## src/rtl/camera_cfg_seq_pkg.sv

```systemverilog
// Shared definitions for the camera configuration sequencer: ROM command
// codes, FSM state encoding and the delay-length helper.
package camera_cfg_seq_pkg;

    // ROM command field encoding (also used to build ROM tables)
    localparam logic [1:0] CMD_NOP = 2'b00;
    localparam logic [1:0] CMD_WR  = 2'b01;
    localparam logic [1:0] CMD_DLY = 2'b10;
    localparam logic [1:0] CMD_END = 2'b11;

    // Width of the delay down-counter
    localparam int DLY_W = 24;

    typedef enum logic [2:0] {
        ST_IDLE,
        ST_FETCH,
        ST_EXEC,
        ST_WRITE,
        ST_GAP,
        ST_DELAY,
        ST_NEXT,
        ST_FIN
    } state_t;

    // Number of cycles a delay entry spends waiting
    function automatic logic [DLY_W-1:0] delay_cycles(input logic [7:0] units,
                                                       input int unit_cycles);
        return DLY_W'(units) * DLY_W'(unit_cycles);
    endfunction

endpackage

```

## src/rtl/camera_cfg_seq_delay_timer.sv

```systemverilog
// Loadable 24-bit down-counter. o_expire is high in the enabled cycle in
// which the count reads 1, so a load of N gives exactly N enabled cycles.
module camera_cfg_seq_delay_timer
    import camera_cfg_seq_pkg::*;
(
    input  logic             clk,
    input  logic             rst,
    input  logic             i_load,
    input  logic [DLY_W-1:0] i_load_val,
    input  logic             i_en,
    output logic             o_expire
);

    logic [DLY_W-1:0] r_count;

    // Count register: load has priority, otherwise count down while enabled
    always_ff @(posedge clk) begin
        if (rst) begin
            r_count <= '0;
        end else if (i_load) begin
            r_count <= i_load_val;
        end else if (i_en && (r_count != '0)) begin
            r_count <= r_count - 1'b1;
        end
    end

    assign o_expire = i_en && (r_count == DLY_W'(1));

endmodule

```

## src/rtl/camera_cfg_seq.sv

```systemverilog
// Camera register-configuration sequencer. Walks the combinational config
// ROM from entry 0, issues WRITE entries to the SCCB master (with retry on
// NACK), honours DELAY/NOP/END entries and reports done/error.
module camera_cfg_seq
    import camera_cfg_seq_pkg::*;
#(
    parameter logic [7:0] LAST_ADDR  = 8'h5f,
    parameter int         DELAY_UNIT = 10000,
    parameter int         MAX_RETRY  = 3
) (
    input  logic       clk,
    input  logic       rst,
    input  logic       start,
    output logic [7:0] romaddr,
    input  logic [1:0] t_cmd,
    input  logic [7:0] t_addr,
    input  logic [7:0] t_data,
    output logic       sccb_req,
    output logic [7:0] sccb_addr,
    output logic [7:0] sccb_data,
    input  logic       sccb_ack,
    input  logic       sccb_nack,
    output logic       busy,
    output logic       done,
    output logic       error
);

    localparam logic [3:0] RETRY_LIMIT = 4'(MAX_RETRY);

    state_t     r_state, r_state_next;
    logic [7:0] r_romaddr, r_romaddr_next;
    logic [1:0] r_cmd, r_cmd_next;
    logic [7:0] r_addr, r_addr_next;
    logic [7:0] r_data, r_data_next;
    logic       r_req, r_req_next;
    logic [7:0] r_sccb_addr, r_sccb_addr_next;
    logic [7:0] r_sccb_data, r_sccb_data_next;
    logic [3:0] r_attempts, r_attempts_next;
    logic       r_busy, r_busy_next;
    logic       r_done, r_done_next;
    logic       r_error, r_error_next;

    logic             w_tmr_load;
    logic             w_tmr_en;
    logic             w_tmr_expire;
    logic [DLY_W-1:0] w_tmr_val;
    logic [3:0]       w_attempts_inc;

    assign w_tmr_val      = delay_cycles(r_data, DELAY_UNIT);
    assign w_attempts_inc = r_attempts + 4'd1;

    camera_cfg_seq_delay_timer u_timer (
        .clk        (clk),
        .rst        (rst),
        .i_load     (w_tmr_load),
        .i_load_val (w_tmr_val),
        .i_en       (w_tmr_en),
        .o_expire   (w_tmr_expire)
    );

    // State and output registers; reset abandons any in-flight transaction
    always_ff @(posedge clk) begin
        if (rst) begin
            r_state     <= ST_IDLE;
            r_romaddr   <= '0;
            r_cmd       <= CMD_NOP;
            r_addr      <= '0;
            r_data      <= '0;
            r_req       <= 1'b0;
            r_sccb_addr <= '0;
            r_sccb_data <= '0;
            r_attempts  <= '0;
            r_busy      <= 1'b0;
            r_done      <= 1'b0;
            r_error     <= 1'b0;
        end else begin
            r_state     <= r_state_next;
            r_romaddr   <= r_romaddr_next;
            r_cmd       <= r_cmd_next;
            r_addr      <= r_addr_next;
            r_data      <= r_data_next;
            r_req       <= r_req_next;
            r_sccb_addr <= r_sccb_addr_next;
            r_sccb_data <= r_sccb_data_next;
            r_attempts  <= r_attempts_next;
            r_busy      <= r_busy_next;
            r_done      <= r_done_next;
            r_error     <= r_error_next;
        end
    end

    // Next-state and next-output logic of the sequencer
    always_comb begin
        r_state_next     = r_state;
        r_romaddr_next   = r_romaddr;
        r_cmd_next       = r_cmd;
        r_addr_next      = r_addr;
        r_data_next      = r_data;
        r_req_next       = r_req;
        r_sccb_addr_next = r_sccb_addr;
        r_sccb_data_next = r_sccb_data;
        r_attempts_next  = r_attempts;
        r_busy_next      = r_busy;
        r_done_next      = 1'b0;
        r_error_next     = r_error;
        w_tmr_load       = 1'b0;
        w_tmr_en         = 1'b0;

        case (r_state)
            ST_IDLE: begin
                if (start) begin
                    r_romaddr_next = '0;
                    r_busy_next    = 1'b1;
                    r_error_next   = 1'b0;
                    r_state_next   = ST_FETCH;
                end
            end
            ST_FETCH: begin
                // ROM output has settled for the current romaddr
                r_cmd_next   = t_cmd;
                r_addr_next  = t_addr;
                r_data_next  = t_data;
                r_state_next = ST_EXEC;
            end
            ST_EXEC: begin
                case (r_cmd)
                    CMD_WR: begin
                        r_sccb_addr_next = r_addr;
                        r_sccb_data_next = r_data;
                        r_req_next       = 1'b1;
                        r_attempts_next  = '0;
                        r_state_next     = ST_WRITE;
                    end
                    CMD_DLY: begin
                        if (r_data != 8'd0) begin
                            w_tmr_load   = 1'b1;
                            r_state_next = ST_DELAY;
                        end else begin
                            r_state_next = ST_NEXT;
                        end
                    end
                    CMD_NOP: r_state_next = ST_NEXT;
                    CMD_END: r_state_next = ST_FIN;
                endcase
            end
            ST_WRITE: begin
                // NACK takes priority over a simultaneous ACK
                if (sccb_nack) begin
                    r_req_next      = 1'b0;
                    r_attempts_next = w_attempts_inc;
                    if (w_attempts_inc < RETRY_LIMIT) begin
                        r_state_next = ST_GAP;
                    end else begin
                        r_error_next = 1'b1;
                        r_state_next = ST_FIN;
                    end
                end else if (sccb_ack) begin
                    r_req_next   = 1'b0;
                    r_state_next = ST_NEXT;
                end
            end
            ST_GAP: begin
                // One idle cycle, then retry with unchanged addr/data
                r_req_next   = 1'b1;
                r_state_next = ST_WRITE;
            end
            ST_DELAY: begin
                w_tmr_en = 1'b1;
                if (w_tmr_expire) begin
                    r_state_next = ST_NEXT;
                end
            end
            ST_NEXT: begin
                if ((r_romaddr == LAST_ADDR) || (r_romaddr == 8'hff)) begin
                    r_state_next = ST_FIN;
                end else begin
                    r_romaddr_next = r_romaddr + 8'd1;
                    r_state_next   = ST_FETCH;
                end
            end
            ST_FIN: begin
                r_done_next  = 1'b1;
                r_busy_next  = 1'b0;
                r_state_next = ST_IDLE;
            end
            default: r_state_next = ST_IDLE;
        endcase
    end

    assign romaddr   = r_romaddr;
    assign sccb_req  = r_req;
    assign sccb_addr = r_sccb_addr;
    assign sccb_data = r_sccb_data;
    assign busy      = r_busy;
    assign done      = r_done;
    assign error     = r_error;

endmodule
```

## config.mk

```make
export PLATFORM = sky130hd
export DESIGN_NAME = camera_cfg_seq
export DESIGN_NICKNAME = d
export VERILOG_FILES = /design/src/rtl/camera_cfg_seq_pkg.sv /design/src/rtl/camera_cfg_seq_delay_timer.sv /design/src/rtl/camera_cfg_seq.sv
export SDC_FILE = /design/constraint.sdc
export NUM_CORES = 1
export LEC_CHECK = 0
export ABC_AREA = 1
export CORE_ASPECT_RATIO = 0.75
export CORE_MARGIN = 2
export CORE_UTILIZATION = 46
export CTS_CLUSTER_SIZE = 10
export DETAILED_ROUTE_END_ITERATION = 8
export GPL_TIMING_DRIVEN = 1
export PLACE_DENSITY = 0.69
export SLEW_MARGIN = 30
export SYNTH_ARGS = -nofsm -noshare
export SYNTH_HDL_FRONTEND = slang
export SYNTH_SLANG_ARGS = --single-unit
```

## constraint.sdc

```tcl
create_clock -name clk -period 3.48 [get_ports clk]
set_clock_uncertainty 0.1 [all_clocks]
set_input_delay 0.348 -clock clk [delete_from_list [all_inputs] [get_ports clk]]
set_output_delay 0.348 -clock clk [all_outputs]
set_load 0.05 [all_outputs]
```

After elaboration in Yosys (flattened, before gate mapping)
Cells that the tools add are included.

Bits in registers: 77. Input bits: 23. Output and inout bits: 28. Logic and storage cells: 92.

Eq/ne operators: 20. Order comparisons: 1. Multipliers: 1. Reduce and logical (&&, ||, !) cells: 21. Add/subtract/negate cells: 3. Mux-type cells: 32.

Operators by type and width (number): 22-bit 2-to-1 mux (2); 24-bit by 1-bit equality test with 1-bit output, second input constant (1); 3-bit one-hot mux with 8 select lines (1); 24-bit nonzero test (1); 24-bit by 1-bit subtractor with 24-bit output, second input constant (1); 8-bit by 10-bit multiplier with 18-bit output, second input constant (1); 8-bit 2-to-1 mux (2); 8-bit one-hot mux with 2 select lines (1); 3-bit 2-to-1 mux (5); 3-bit equality test, second input constant (4); 1-bit 2-to-1 mux (12); 3-bit one-hot mux with 4 select lines (1); 3-bit AND reduction (4); 2-bit nonzero test (5); 8-bit by 1-bit adder with 8-bit output, second input constant (1); 8-bit by 7-bit equality test with 1-bit output, second input constant (1); 8-bit equality test, second input constant (1); 4-bit 2-to-1 mux (2); 2-bit inequality test, second input constant (4); 4-bit one-hot mux with 2 select lines (1); 8-bit nonzero test (1); 3-bit by 2-bit equality test with 1-bit output, second input constant (2); 4-bit by 1-bit adder with 4-bit output, second input constant (1); 2-bit equality test, second input constant (2); other kinds (16) (21).

Longest topological paths before layout
Depth after elaboration: 5. Gate-level depth with buffers: 19.

By module
A second synthesis with hierarchy kept.

Cell total of the unflattened synthesis: 751. Area, all modules: 5268.8 um^2.

By module, submodules not included: camera_cfg_seq (cells an instance 446, sequential area each 1061.0 um^2, instances 1, area an instance 3447.1 um^2); camera_cfg_seq_delay_timer (cells an instance 305, sequential area each 480.5 um^2, instances 1, area an instance 1821.7 um^2).

Least setup slack after synthesis
Ideal clock, no wire load.

Path type: flip-flop to flip-flop. Start: register r_data[5]. End: register u_timer.r_count[18]. Setup time: 0.109 ns. Path slack: -0.015 ns. Cell stages (with the launch flop): 16. Clock period less this slack: 3.495 ns. Data required time: 3.271 ns. Arrival time: 3.286 ns. Buffers on the path: 0. Cell sequence: dfxtp_1 fa_1 fa_1 ha_1 inv_1 fa_1 inv_1 ha_1 a21oi_1 nor2_1 nor2_1 nand3b_1 nand3_1 nand3_1 nand2_1 inv_1.

Word-level cells in the longest chain between the ends: 5. Elaborated cells on any way between the ends: 7. Those cells by class: mul (1); mux (4); reduce/logical (2).

RTL lines: from (decl) (line camera_cfg_seq.sv:34) `logic [7:0] r_data, r_data_next;`; from (signal assigned) (line camera_cfg_seq.sv:81) `r_data <= r_data_next;`; branches (longest 5 deep; another with 8-bit by 10-bit multiplier with 18-bit output); to (signal assigned) (line camera_cfg_seq_delay_timer.sv:21) `r_count <= i_load_val;`; to (signal assigned) (line camera_cfg_seq_delay_timer.sv:23) `r_count <= r_count - 1'b1;`; to (decl) (line camera_cfg_seq_delay_timer.sv:14) `logic [DLY_W-1:0] r_count;`.

Parallel ways; which one is timed is not known. A chain may end at the register's enable or synchronous reset.

Worst setup path after layout
Start: register r_data[7]. End: register u_timer.r_count[19].

The elaborated chain is that of the path after synthesis.

==> results.cfg <==
[run_status]
status = finished clean

[cells_and_area]
area_growth_pct = 22.9
fill_cells = 1045
diodes = 0
stdcell_area_sq_mm = 0.00644
final_layout_size_suffix_gt1_frac = 0.112
stdcell_count = 962
nNetsFinal = 902
post-route-util = 0.584

[yosys]
yosys.cell_count.top_type = nand2_1
synth_area_sq_mm = 0.00525
synth_flop_cell = dfxtp_1
yosys_warnings = 0
ys_ff_latch = 77
yosys.area.top_type = dfxtp_1
yosys-top-cells-area = dfxtp_1 (29%), ha_1 (12%), nand2_1 (11%)
yosys.area.top_type_share = 0.294
synth-edff-count = 0
synthDistinctLibCells = 38
async_reset_ff_frac = 0
syn_inst = 754
synth-seq-area-share = 0.294
syn_nets = 839
ys_top_cells_by_count = nand2_1 (156), nor2_1 (118), inv_1 (86)
avgSynthCellArea_sq_um = 6.96

[timing]
fin_tns_setup_ns = 0
fin_hold_ws_ns = 0.365
final-max-slew-violation-count = 0
clock.fmax_mhz = 299
finalHoldViolCount = 0
setup-violations-final = 0
relSlewSlack = 0.657
tightestPinTransition_ns = 0.513
fin_ws_ns = 0.135
rsz0062_at_grt = true
post-route-period-util = 0.961
period_needed_ns = 3.34

[worst_setup_path]
cp_data_required_time_ns = 3.62
start_kind = flop
crit_arrival_ns = 3.49
path_max_fanout = 4
crit_start = r_data[7]
regToRegStartpoint = r_data[7]
path_class = reg -> reg
reg2reg_slack_ns = 0.14
worstRegToRegCells = 16
worst_setup_path_end_kind = flop
r2r_end = u_timer.r_count[19]
cp-endpoint = u_timer.r_count[19]

[power]
peakVddDrop_uv = 577
power.density_mw_per_mm2 = 773
p_leak_nw = 3.06
total_power_mw = 4.98

[route]
firstDrtPassIters = 4
routed_wl_um = 13100
wl_per_cell_um = 13.6
drcViolationCount = 0
drtIter0Drc = 471
avgViaCountPerCell = 5.14
vias = 4944
ant_nets = 0

[place]
placed_cells = 945
place_ws_ns = -0.0934
placed_area_sq_mm = 0.00595
port_buffers = 50
hpwl_um = 9820
gp_congestion = 0.889

[grt]
grt_pass1_vias = 4543
track_usage = 0.218
overflow = 0
antenna_found_initial = 0
grt_max_degree = 39
grt_pass1_wl_um = 21400

[die]
ios = 51
core.rowCount = 33
die_w_um = 127
die_area_sq_mm = 0.0123
core_sq_mm = 0.0110
initial_core_util = 0.476
dieHeight_um = 96.5

[clock_network]
clock-sinks = 77
cts_tree = built
numCtsBuffers = 9
clockBufferDepth = 2
root_buffer = clkbuf_16
insertion_delay_ns = 0.34
cts_hold_buf = 0
clkTransAtPathRegs_ns = 0.06
cts_htree_levels = 3

[flow_run]
maxCapViolations = 0

[worst_hold_path]
hold_path_class = reg -> reg
## worst min-delay path by stage
stage	to	startpoint	slack (ns)	depth (start not counted)
6_report	error	error	0.37	2
5_1_grt	error	error	0.38	2
4_1_cts	error	error	0.37	2
3_5_place_dp	sccb_req	sccb_req	0.36	2
3_3_place_gp	error	error	0.35	2
2_1_floorplan	u_timer.r_count[2]	u_timer.r_count[2]	0.35	1
## flip-flops by register name, summed over array words and instances (netlist names)
signal and count:
u_timer.r_count 24, r_addr 8, r_data 8, romaddr 8, sccb_addr 8, sccb_data 8
r_attempts 4, r_state 3, r_cmd 2, busy 1, done 1, error 1
sccb_req 1
## power breakdown
part | switching (mW) | internal [mW]
combinational | 1.74 | 1.16
clock | 0.400 | 0.562
sequential | 0.106 | 1.01
total | 2.25 | 2.73
## cell usage in the layout, fill, tap and decap left out, types with 2 or more instances in the layout
master,synthesis,layout
clkinvlp_4,0,2
inv_1,86,83
o21ai_1,6,7
clkinv_1,2,2
nor2_4,5,8
inv_6,1,3
buf_4,0,17
a21oi_1,51,48
a21oi_4,0,2
nand3_1,62,56
o21ai_0,46,45
nor2_2,7,9
nand4_1,8,8
dfxtp_2,0,3
ha_1,50,46
nor3_1,7,7
nand2_4,1,3
xnor2_1,8,8
or2_0,2,2
dfxtp_1,77,74
xor2_1,5,5
clkdlybuf4s50_1,0,50
inv_2,2,5
nand3_2,3,9
nand3b_1,5,5
o21bai_1,5,5
or2_2,2,2
fa_1,12,11
nor2_1,118,113
clkbuf_16,0,9
nand2_2,3,6
nand2_1,156,150
ha_4,0,4
## metal layers
layer | GRT usage | wire, um | up-vias
met1 | 0.306 | 6700 | 2282
met2 | 0.341 | 5700 | 95
met3 | 0.0474 | 563 | 16
met4 | 0.0568 | 147 | 0
met5 | 0 | 0 | -
li1 | - | - | 2551
## cells by family (layout without fill, tap and decap cells)
group,after synthesis,count (layout),share of synthesized area
and+or+nand+nor,382,382,0.322
DFF,77,77,0.294
adders and majority gates,62,62,0.165
buffers and inverters,108,176,0.0854
AOI/OAI and AO/OA,112,112,0.112
xor gates and xnor gates,13,13,0.0217
## cell type report
| cell class | count | area (sq um) | area share |
|---|---|---|---|
| Timing Repair Buffer | 68 | 639 | 0.0992 |
| Inverter | 92 | 353 | 0.0548 |
| Sequential cell | 77 | 1550 | 0.240 |
| Clock inverter | 6 | 71.3 | 0.0111 |
| Clock buffer | 10 | 229 | 0.0355 |
| Tap cell | 140 | 175 | 0.0272 |
| Multi-Input combinational cell | 569 | 3430 | 0.532 |
## worst max-delay path: stages (launching register included)
cell	delay (ns)
dfxtp_2	0.33
fa_1	0.55
fa_1	0.41
ha_1	0.28
inv_1	0.04
fa_1	0.49
inv_2	0.04
ha_4	0.34
nand2_8	0.08
nor2_4	0.13
nand3_2	0.09
nand3_2	0.07
nand2_1	0.06
nand3_2	0.06
nand3_1	0.06
nand2_1	0.06
inv_1	0.04
## repair_timing
item | 4_1_cts | 5_1_grt
buffers inserted | 0 | 1
cloned | 0 | 0
resized for setup | 4 | 37
endpoints found under the setup margin | 6 | 8
pin swaps | 0 | 14
Note: power is estimated with default switching activity, not from simulation.
